**config.mk**
```make
export PLATFORM = sky130hd
export DESIGN_NAME = spi_slave
export DESIGN_NICKNAME = d
export VERILOG_FILES = /design/src/rtl/spi_slave.sv
export SDC_FILE = /design/constraint.sdc
export NUM_CORES = 1
export LEC_CHECK = 0
export ABC_AREA = 1
export CORE_MARGIN = 2
export CORE_UTILIZATION = 54
export DETAILED_ROUTE_END_ITERATION = 12
export PLACE_DENSITY_LB_ADDON = 0.1
export SLEW_MARGIN = 20
export SYNTH_ARGS = -nofsm -noshare
export SYNTH_HDL_FRONTEND = slang
export SYNTH_SLANG_ARGS = --single-unit
```
**constraint.sdc**
```tcl
create_clock -name i_clk -period 1.95 [get_ports i_clk]
set_input_delay 0.585 -clock i_clk [delete_from_list [all_inputs] [get_ports i_clk]]
set_output_delay 0.585 -clock i_clk [all_outputs]
set_load 0.05 [all_outputs]
```
**src/rtl/spi_slave.sv**
```systemverilog
// Byte-oriented SPI responder (mode: change on sclk rise, sample on sclk fall, cs active low, MSB first).
// Pins are oversampled in the i_clk domain; one-entry transmit buffer with bypass on load.
module spi_slave #(
    parameter int WIDTH       = 8,
    parameter int SYNC_STAGES = 2
) (
    input  logic             i_clk,
    input  logic             i_reset,
    input  logic             i_sclk,
    input  logic             i_cs,
    input  logic             i_mosi,
    output logic             o_miso,
    output logic             o_miso_oe,
    input  logic [WIDTH-1:0] i_tx_data,
    input  logic             i_tx_valid,
    output logic             o_tx_ready,
    output logic [WIDTH-1:0] o_rx_data,
    output logic             o_rx_valid,
    output logic             o_tx_underrun,
    output logic             o_frame_err,
    output logic             o_busy
);

    localparam int CW = (WIDTH > 2) ? $clog2(WIDTH) : 1;
    localparam logic [CW-1:0] LAST_BIT = CW'(WIDTH - 1);

    // state  | meaning
    // IDLE   | synchronized cs high, sclk ignored
    // ACTIVE | synchronized cs low, shifting bytes
    typedef enum logic {
        ST_IDLE   = 1'b0,
        ST_ACTIVE = 1'b1
    } state_t;

    state_t r_state;
    state_t w_state_nxt;

    logic [SYNC_STAGES-1:0] r_sclk_sync;
    logic [SYNC_STAGES-1:0] r_cs_sync;
    logic [SYNC_STAGES-1:0] r_mosi_sync;
    logic                   r_sclk_d;
    logic                   r_cs_d;

    logic w_sclk_s;
    logic w_cs_s;
    logic w_mosi_s;
    logic w_sclk_rise;
    logic w_sclk_fall;
    logic w_cs_fall;
    logic w_cs_rise;

    logic w_load;
    logic w_tx_bit;
    logic w_rx_bit;
    logic w_rx_done;
    logic w_abort;
    logic w_buf_wr;

    logic [WIDTH-1:0] r_tx_shift;
    logic [WIDTH-1:0] r_tx_buf;
    logic             r_buf_full;
    logic [WIDTH-1:0] r_rx_shift;
    logic [WIDTH-1:0] w_rx_word;
    logic [CW-1:0]    r_bit_cnt;
    logic             r_miso;
    logic [WIDTH-1:0] r_rx_data;
    logic             r_rx_valid;
    logic             r_tx_underrun;
    logic             r_frame_err;

    // Synchronizers reset to the idle pin levels so reset itself never looks like an edge.
    always_ff @(posedge i_clk or posedge i_reset) begin
        if (i_reset) begin
            r_sclk_sync <= '0;
            r_cs_sync   <= '1;
            r_mosi_sync <= '0;
            r_sclk_d    <= 1'b0;
            r_cs_d      <= 1'b1;
        end else begin
            r_sclk_sync <= {r_sclk_sync[SYNC_STAGES-2:0], i_sclk};
            r_cs_sync   <= {r_cs_sync[SYNC_STAGES-2:0], i_cs};
            r_mosi_sync <= {r_mosi_sync[SYNC_STAGES-2:0], i_mosi};
            r_sclk_d    <= w_sclk_s;
            r_cs_d      <= w_cs_s;
        end
    end

    assign w_sclk_s    = r_sclk_sync[SYNC_STAGES-1];
    assign w_cs_s      = r_cs_sync[SYNC_STAGES-1];
    assign w_mosi_s    = r_mosi_sync[SYNC_STAGES-1];
    assign w_sclk_rise = w_sclk_s & ~r_sclk_d;
    assign w_sclk_fall = ~w_sclk_s & r_sclk_d;
    assign w_cs_fall   = ~w_cs_s & r_cs_d;
    assign w_cs_rise   = w_cs_s & ~r_cs_d;

    always_ff @(posedge i_clk or posedge i_reset) begin
        if (i_reset) begin
            r_state <= ST_IDLE;
        end else begin
            r_state <= w_state_nxt;
        end
    end

    // cs_rise takes priority over any coincident sclk edge; the pending bit is dropped.
    always_comb begin
        w_state_nxt = r_state;
        w_load      = 1'b0;
        w_tx_bit    = 1'b0;
        w_rx_bit    = 1'b0;
        w_rx_done   = 1'b0;
        w_abort     = 1'b0;
        case (r_state)
            ST_IDLE: begin
                if (w_cs_fall) begin
                    w_state_nxt = ST_ACTIVE;
                    w_load      = 1'b1;
                end
            end
            ST_ACTIVE: begin
                if (w_cs_rise) begin
                    w_state_nxt = ST_IDLE;
                    w_abort     = 1'b1;
                end else begin
                    w_tx_bit = w_sclk_rise;
                    if (w_sclk_fall) begin
                        w_rx_bit = 1'b1;
                        if (r_bit_cnt == LAST_BIT) begin
                            w_rx_done = 1'b1;
                            w_load    = 1'b1;
                        end
                    end
                end
            end
            default: begin
                w_state_nxt = ST_IDLE;
            end
        endcase
    end

    // A write landing on a load cycle with the buffer empty bypasses straight into the shifter.
    assign w_buf_wr = i_tx_valid & ~r_buf_full & ~w_load;

    always_ff @(posedge i_clk or posedge i_reset) begin
        if (i_reset) begin
            r_tx_shift    <= '0;
            r_tx_buf      <= '0;
            r_buf_full    <= 1'b0;
            r_tx_underrun <= 1'b0;
        end else begin
            r_tx_underrun <= 1'b0;
            if (w_load) begin
                if (r_buf_full) begin
                    r_tx_shift <= r_tx_buf;
                    r_buf_full <= 1'b0;
                end else if (i_tx_valid) begin
                    r_tx_shift <= i_tx_data;
                end else begin
                    r_tx_shift    <= '0;
                    r_tx_underrun <= 1'b1;
                end
            end else if (w_tx_bit) begin
                r_tx_shift <= {r_tx_shift[WIDTH-2:0], 1'b0};
            end
            if (w_buf_wr) begin
                r_tx_buf   <= i_tx_data;
                r_buf_full <= 1'b1;
            end
        end
    end

    always_ff @(posedge i_clk or posedge i_reset) begin
        if (i_reset) begin
            r_miso <= 1'b0;
        end else if (w_abort) begin
            r_miso <= 1'b0;
        end else if (w_tx_bit) begin
            r_miso <= r_tx_shift[WIDTH-1];
        end
    end

    assign w_rx_word = {r_rx_shift[WIDTH-2:0], w_mosi_s};

    always_ff @(posedge i_clk or posedge i_reset) begin
        if (i_reset) begin
            r_rx_shift  <= '0;
            r_bit_cnt   <= '0;
            r_rx_data   <= '0;
            r_rx_valid  <= 1'b0;
            r_frame_err <= 1'b0;
        end else begin
            r_rx_valid  <= 1'b0;
            r_frame_err <= 1'b0;
            if (w_abort) begin
                r_bit_cnt   <= '0;
                r_frame_err <= (r_bit_cnt != '0);
            end else if (w_rx_bit) begin
                r_rx_shift <= w_rx_word;
                if (w_rx_done) begin
                    r_bit_cnt  <= '0;
                    r_rx_data  <= w_rx_word;
                    r_rx_valid <= 1'b1;
                end else begin
                    r_bit_cnt <= r_bit_cnt + CW'(1);
                end
            end
        end
    end

    assign o_miso        = r_miso;
    assign o_miso_oe     = (r_state == ST_ACTIVE);
    assign o_busy        = (r_state == ST_ACTIVE);
    assign o_tx_ready    = ~r_buf_full;
    assign o_rx_data     = r_rx_data;
    assign o_rx_valid    = r_rx_valid;
    assign o_tx_underrun = r_tx_underrun;
    assign o_frame_err   = r_frame_err;

endmodule

```
==> results.md, run 1 <==
- Outcome: finished clean
- Overall routing resource usage: 19.9%
- First-pass GRT wire length: 6.58 mm
- Layout cells sized above 1: 21.2%
- Num CTS Buffers: 5
- Ports: 29
- RD Place Congestion: 0.783
- Critical path's largest stage delay: 570 ps
- Max-slew violation count: 0
- Critical Path RT: 1360 ps
- Clock share of power: 23.2%
- Die H: 67.0 um
- # Max-Cap Violations: 0
- Clk pin slew, worst setup/hold paths: 80 ps
- Post-DP HPWL: 2.73 mm
- Clock Latency Late Sink: 300 ps
- Pre-CTS setup slack: 104 ps
- Starting density of the core: 57.2%
- Seq. cell area: 1200 um^2
- VDD IR-drop max: 0.585 mV
- Final setup vio count: 0
- Final instance area: 2600 um^2
- Clk root buf: clkbuf_8
- # diodes: 0
- Chip Width: 67.0 um
- Crit Path Category: register to output port
- Switching power share of the total: 34.8%
- CORE AREA: 3740 um^2
- CP max-delay cell: dfrtp_1
- Combinational Power Share: 30.2%
- Hold-fix buffers, CTS: 0
- Mapped Area: 2140 um^2
- Clk sink count: 48
- # nets final: 280
- Routed len/inst: 12.1 um
- FF+latch count, synth: 48
- Overflow after GRT: 0
- Die ar.: 4490 um^2
- Drt pass-1 iters: 4
- Setup slack after layout: 166 ps
- Final Hold Vio Count: 0
- Setup TNS Final: 0 ps
- Register area share after synthesis: 56.3%
- Hold crit path type: register to register
- Relative slew slack: 74.0%
- Vias per cell: 5.03
- RSZ-0062 raised after global routing: no
- Worst path bufs/invs: 2
- Fmax: 561 MHz
- Syn Inst Count: 230
- Vias: 1570
- CP Launch Type: register
- Min-delay src: r_sclk_sync[0]$_DFF_PP0_
- Number of distinct library cells after synthesis: 24
- Multi-input gate area: 796 um^2
- Final Skew: 4.05 ps
- Endpoint of the worst-slack reg-to-reg timing path: r_tx_buf[2]$_DFFE_PP0P_
- Post-CTS resize count: 0
- Reg2reg setup slack: 270 ps
- Vias in the first global route: 1480
- Initial DRC Count: 128
- Switching power: 1.06 mW
- Pwr dens: 1170 nW/um^2
- Mapped Nets: 247
- FF-to-FF Start: r_bit_cnt[1]$_DFFE_PP0P_
- Largest delay share family, worst path: flip-flops
- Postcts setup bufs: 0
- Largest net degree at the start of global routing: 22
- Hold Path Depth: 0
- Maximum clock insertion buffer count: 2
- Worst Max-Slew Pin Slew: 390 ps
- Initial antenna violation count: 0
- Fin crit period: 1780 ps
- Total chip power: 3.05 mW
- Area delta synth->final: 21.3%
- Final worst path period share: 91.5%
- DRC viols: 0
- TritonCTS clock tree: built
- Synth Area per Inst: 9.31 um^2
- Port buffer count: 28
- Maximum fanout along the worst path: 11
- FF-to-FF path depth: 8
- Antenna viol nets, final: 0
- Seq pwr share: 46.6%
- Synth warn: 0
- Internal: 1.99 mW
- Final wirelength: 3.78 mm
- H-tree depth: 2
- Leakage power: 1.32 nW
- Area after DPL: 2490 um^2
- Fillcell total: 304
- Num rows: 22
- CP cell instances: inv_1 > buf_12
- CP Capture Type: output port
- Arr. time, crit path: 1200 ps
- WHS Endpoint: r_sclk_sync[1]$_DFF_PP0_
## cell usage after synthesis
cell      number  area (um^2)
inv_2          6         22.5
buf_6          3         33.8
dfstp_2        3         78.8
nand2_4        1         11.3
nand2_1       81          304
nor2_1         2         7.51
nand3_4        1         17.5
inv_1         16         60.1
nor2_8         2         40.0
nor2_2         2         12.5
o21ai_2        7         61.3
nor2_4         1         11.3
o21ai_0        9         45.0
nand3_1       28          140
buf_4          2         15.0
ha_1           3         37.5
a21oi_1        3         15.0
dfrtp_1       45         1130
nand4_1        1         6.26
nor3_2         1         10.0
o21ai_1        1         5.00
a21boi_0       7         52.6
nand2_2        3         18.8
buf_2          2         10.0
## state kept, by name, indices dropped and copies added (netlist names), 2 cells and up
signal       cells
r_bit_cnt        3
r_tx_buf         8
r_rx_shift       7
r_cs_sync        2
r_tx_shift       8
r_sclk_sync      2
o_rx_data        8
r_mosi_sync      2
## worst reg2reg max path, stage by stage (launching register included)
cell,delay [ps]
dfrtp_1,400
ha_1,190
ha_1,230
nand3_4,130
nor2_8,70
nor2_8,230
nand2_2,180
nand2_1,90
nand2_1,50
## metal layers
layer	track usage (%)	vias to the layer above	wire [um]
met2	33.6	30	1920
met1	24.7	733	1660
met4	6.12	0	64
li1	-	799	-
met3	5.57	8	123
met5	0	-	0
## cell type report
class,instances,share of cell area [%]
clock inverter,3,1.64
multi-input combinational,153,30.6
timing repair buffer,33,13.2
sequential,48,46.4
tap,48,2.31
clock buffer,5,2.65
inverter,22,3.18
## layout by cell type, fill, tap and decap left out
master and instances:
dfstp_2 3, o21ai_0 9, nand3_1 28, inv_2 7
nor2_8 2, buf_4 15, dfrtp_1 45, bufinv_16 1
nor2_1 2, nor2_2 2, inv_1 15, buf_12 5
clkinv_2 1, nor3_2 1, clkbuf_8 5, o21ai_2 7
o21ai_1 1, nand2_1 81, a21oi_1 3, nor2_4 1
a21boi_0 7, nand4_1 1, clkdlybuf4s50_1 13, ha_1 3
nand2_4 1, clkinvlp_4 1, nand2_2 3, nand3_4 1
## cells by family (layout without fill, tap and decap cells)
group / Yosys count / after routing / share of synthesized area (%)
adder cells (fa/ha/maj): 3 / 3 / 1.75
AO/OA/AOI/OAI: 27 / 27 / 8.35
buffers and inverters: 29 / 63 / 6.60
flip-flops: 48 / 48 / 56.3
AND/OR/NAND/NOR: 123 / 123 / 27.0
## how the worst max path moves through the flow
stage | from | to | slack, ps | cells after the start
floorplan | i_reset | o_busy$_DFF_PP0_ | 230 | 1
global placement | i_tx_valid | r_tx_shift[3]$_DFFE_PP0P_ | 130 | 8
detailed placement | i_tx_valid | r_tx_shift[3]$_DFFE_PP0P_ | 100 | 8
CTS | r_buf_full$_DFFE_PP0P_ | o_tx_ready | 150 | 2
global route | r_bit_cnt[1]$_DFFE_PP0P_ | r_tx_buf[5]$_DFFE_PP0P_ | 90 | 8
finish | r_buf_full$_DFFE_PP0P_ | o_tx_ready | 170 | 2
## metrics by stage
stage               hold WS, ps  utilization (%)  instances
CTS                         358             69.4        312
global route                369             69.4        312
global placement            332             66.4        304
detailed placement          338             66.4        304
finish                      355             69.4        312
floorplan                   331                -        230
## power groups by stage
| stage | combinational (mW) | clock, mW | sequential, mW |
|---|---|---|---|
| after CTS | 0.932 | 0.723 | 1.42 |
| after global placement | 0.895 | 0 | 1.43 |
| after detailed placement | 0.929 | 0 | 1.43 |
| final | 0.921 | 0.708 | 1.42 |
| after global routing | 1.03 | 0.769 | 1.45 |
| after floorplan | 0.539 | 0 | 1.53 |
Power figures use the tool's default switching activity.
==> run 2, diff against run 1 <==
CELL_PAD_IN_SITES_DETAIL_PLACEMENT = 1   (was unset)
CELL_PAD_IN_SITES_GLOBAL_PLACEMENT = 2   (was unset)
CORE_UTILIZATION = 33   (was 54)
==> run 2 against run 1 <==
Largest power group unchanged; highest routed layer unchanged; non-clock buffer count up 4; register-to-register slack about the same; wire length rose by 20%; final area rose by 1.6%; global-route usage shrank 6.0 points; maximum frequency shrank 3.3%; setup slack worse by 60 ps; power is 4.0% lower; critical endpoint unchanged; hold slack gained 5.3 ps; clock power fell by 17%; final cell count is 11% higher.
==> results.md, run 2 (synthesis results as in run 1) <==
- Pwr dens: 1110 nW/um^2 (-5.5%)
- H-tree depth: 2 (unchanged)
- Area after DPL: 2550 um^2 (+2.7%)
- Chip Width: 84.6 um (+26%)
- CORE AREA: 6310 um^2 (+69%)
- Antenna viol nets, final: 0 (unchanged)
- Setup slack after layout: 106 ps (-60.1 ps)
- Reg2reg setup slack: 270 ps (about the same)
- # nets final: 284 (+1.4%)
- Post-layout util: 41.8% (-28 points)
- Endpoint of the worst-slack reg-to-reg timing path: r_tx_buf[3]$_DFFE_PP0P_
- Worst Max-Slew Pin Slew: 448 ps (+58.5 ps)
- Seq. cell area: 1200 um^2 (unchanged)
- Min-delay src: r_mosi_sync[0]$_DFF_PP0_
- Fmax: 542 MHz (-3.3%)
- Final Skew: 7.47 ps (+3.41 ps)
- Vias: 1598 (+1.8%)
- Crit Path Category: register to output port
- Final worst path period share: 94.6% (+3.1 points)
- Initial antenna violation count: 0 (unchanged)
- RSZ-0062 raised after global routing: no
- Starting density of the core: 33.9% (-23 points)
- Final Hold Vio Count: 0 (unchanged)
- Die H: 84.6 um (+26%)
- Leakage power: 1.33 nW (+0.98%)
- Multi-input gate area: 796 um^2 (unchanged)
- Max-slew violation count: 0 (unchanged)
- Most common cell after layout, fill and taps aside: nand2_1
- Outcome: finished clean
- TritonCTS clock tree: built
- Maximum fanout along the worst path: 11 (unchanged)
- Post-DP HPWL: 3.34 mm (+22%)
- WHS Endpoint: r_mosi_sync[1]$_DFF_PP0_
- VDD IR-drop max: 0.483 mV (-17%)
- Arr. time, crit path: 1260 ps (+60 ps)
- Clk root buf: clkbuf_8
- Clock Latency Late Sink: 300 ps (about the same)
- DP Cell Count: 337 (+11%)
- Maximum clock insertion buffer count: 2 (unchanged)
- Fillcell total: 749 (+150%)
- Final wirelength: 4.52 mm (+20%)
- Clk pin slew, worst setup/hold paths: 90 ps (about the same)
- Initial DRC Count: 64 (-50%)
- Overall routing resource usage: 13.9% (-6.0 points)
- CP Capture Type: output port
- Fin crit period: 1840 ps (+60.1 ps)
- FF-to-FF path depth: 8 (unchanged)
- Vias per cell: 4.63 (-8.0%)
- Drt pass-1 iters: 4 (unchanged)
- Most frequent cells in the layout: 81 x nand2_1, 45 x dfrtp_1, 28 x nand3_1
- Final instance area: 2640 um^2 (+1.6%)
- WHS: 360 ps (+5.34 ps)
- Hold Path Depth: 0 (unchanged)
- Num CTS Buffers: 5 (unchanged)
- Final setup vio count: 0 (unchanged)
- Port buffer count: 28 (unchanged)
- RD Place Congestion: 0.711 (-9.2%)
- Largest net degree at the start of global routing: 23 (+4.5%)
- Setup TNS Final: 0 ps (unchanged)
- DRC viols: 0 (unchanged)
- Vias in the first global route: 1659 (+12%)
- Ports: 29 (unchanged)
- # Max-Cap Violations: 0 (unchanged)
- Fin cells: 345 (+11%)
- CP Launch Type: register
- FF-to-FF Start: r_bit_cnt[0]$_DFFE_PP0P_
- Relative slew slack: 70.1% (-3.9 points)
- Routed len/inst: 13.1 um (+8.4%)
- First-pass GRT wire length: 7.99 mm (+21%)
- Layout cells sized above 1: 22.4% (+1.2 points)
- Num rows: 29 (+32%)
- Critical Path RT: 1360 ps (about the same)
- Postcts setup bufs: 0 (unchanged)
- Hold crit path type: register to register
- Post-CTS resize count: 0 (unchanged)
- Hold-fix buffers, CTS: 0 (unchanged)
- Total chip power: 2.93 mW (-4.0%)
- Overflow after GRT: 0 (unchanged)
- Pre-CTS setup slack: 83.1 ps (-20.6 ps)
- Area delta synth->final: 23.2%
- Clk sink count: 48 (unchanged)
- Die ar.: 7150 um^2 (+59%)
- # diodes: 0 (unchanged)
run 2: changes by cell type in the layout (fill, tap and decap cells not counted):
cell	change
clkinv_4	+1
bufinv_16	-1
buf_4	+4
clkinvlp_4	-1
clkinv_2	+1
run 2: final cells by class:
type                            instances  area share, %
Timing Repair Buffer                   37           14.1
Tap cell                               77           3.65
Multi-Input combinational cell        153           30.1
Inverter                               22           3.13
Clock buffer                            5           2.61
Clock inverter                          3          0.711
Sequential cell                        48           45.6
run 2: worst max path at each step:
stage	cells past startpoint	to	from	slack, ps
global placement	8	r_tx_shift[7]$_DFFE_PP0P_	i_tx_valid	120
finish	2	o_tx_ready	r_buf_full$_DFFE_PP0P_	110
detailed placement	8	r_tx_shift[3]$_DFFE_PP0P_	i_tx_valid	80
global route	2	o_tx_ready	r_buf_full$_DFFE_PP0P_	9
floorplan	1	o_busy$_DFF_PP0_	i_reset	230
CTS	2	o_tx_ready	r_buf_full$_DFFE_PP0P_	60
run 2: metal layers:
metal	GRT usage [%]	part of all wire, %
met5	0	0
met4	3.90	1.2
met3	3.05	3.1
met2	23.8	49
met1	17.7	47
run 2: worst max-delay path: stages (launching register included):
cell and delay, ps:
dfrtp_1 610, inv_1 160, buf_12 180
run 2: where the power goes:
part / total (mW) / leakage [nW] / switching (mW) / internal, mW
clock: 0.590 / 0.0479 / 0.339 / 0.251
combinational: 0.923 / 0.683 / 0.566 / 0.357
sequential: 1.42 / 0.602 / 0.157 / 1.26
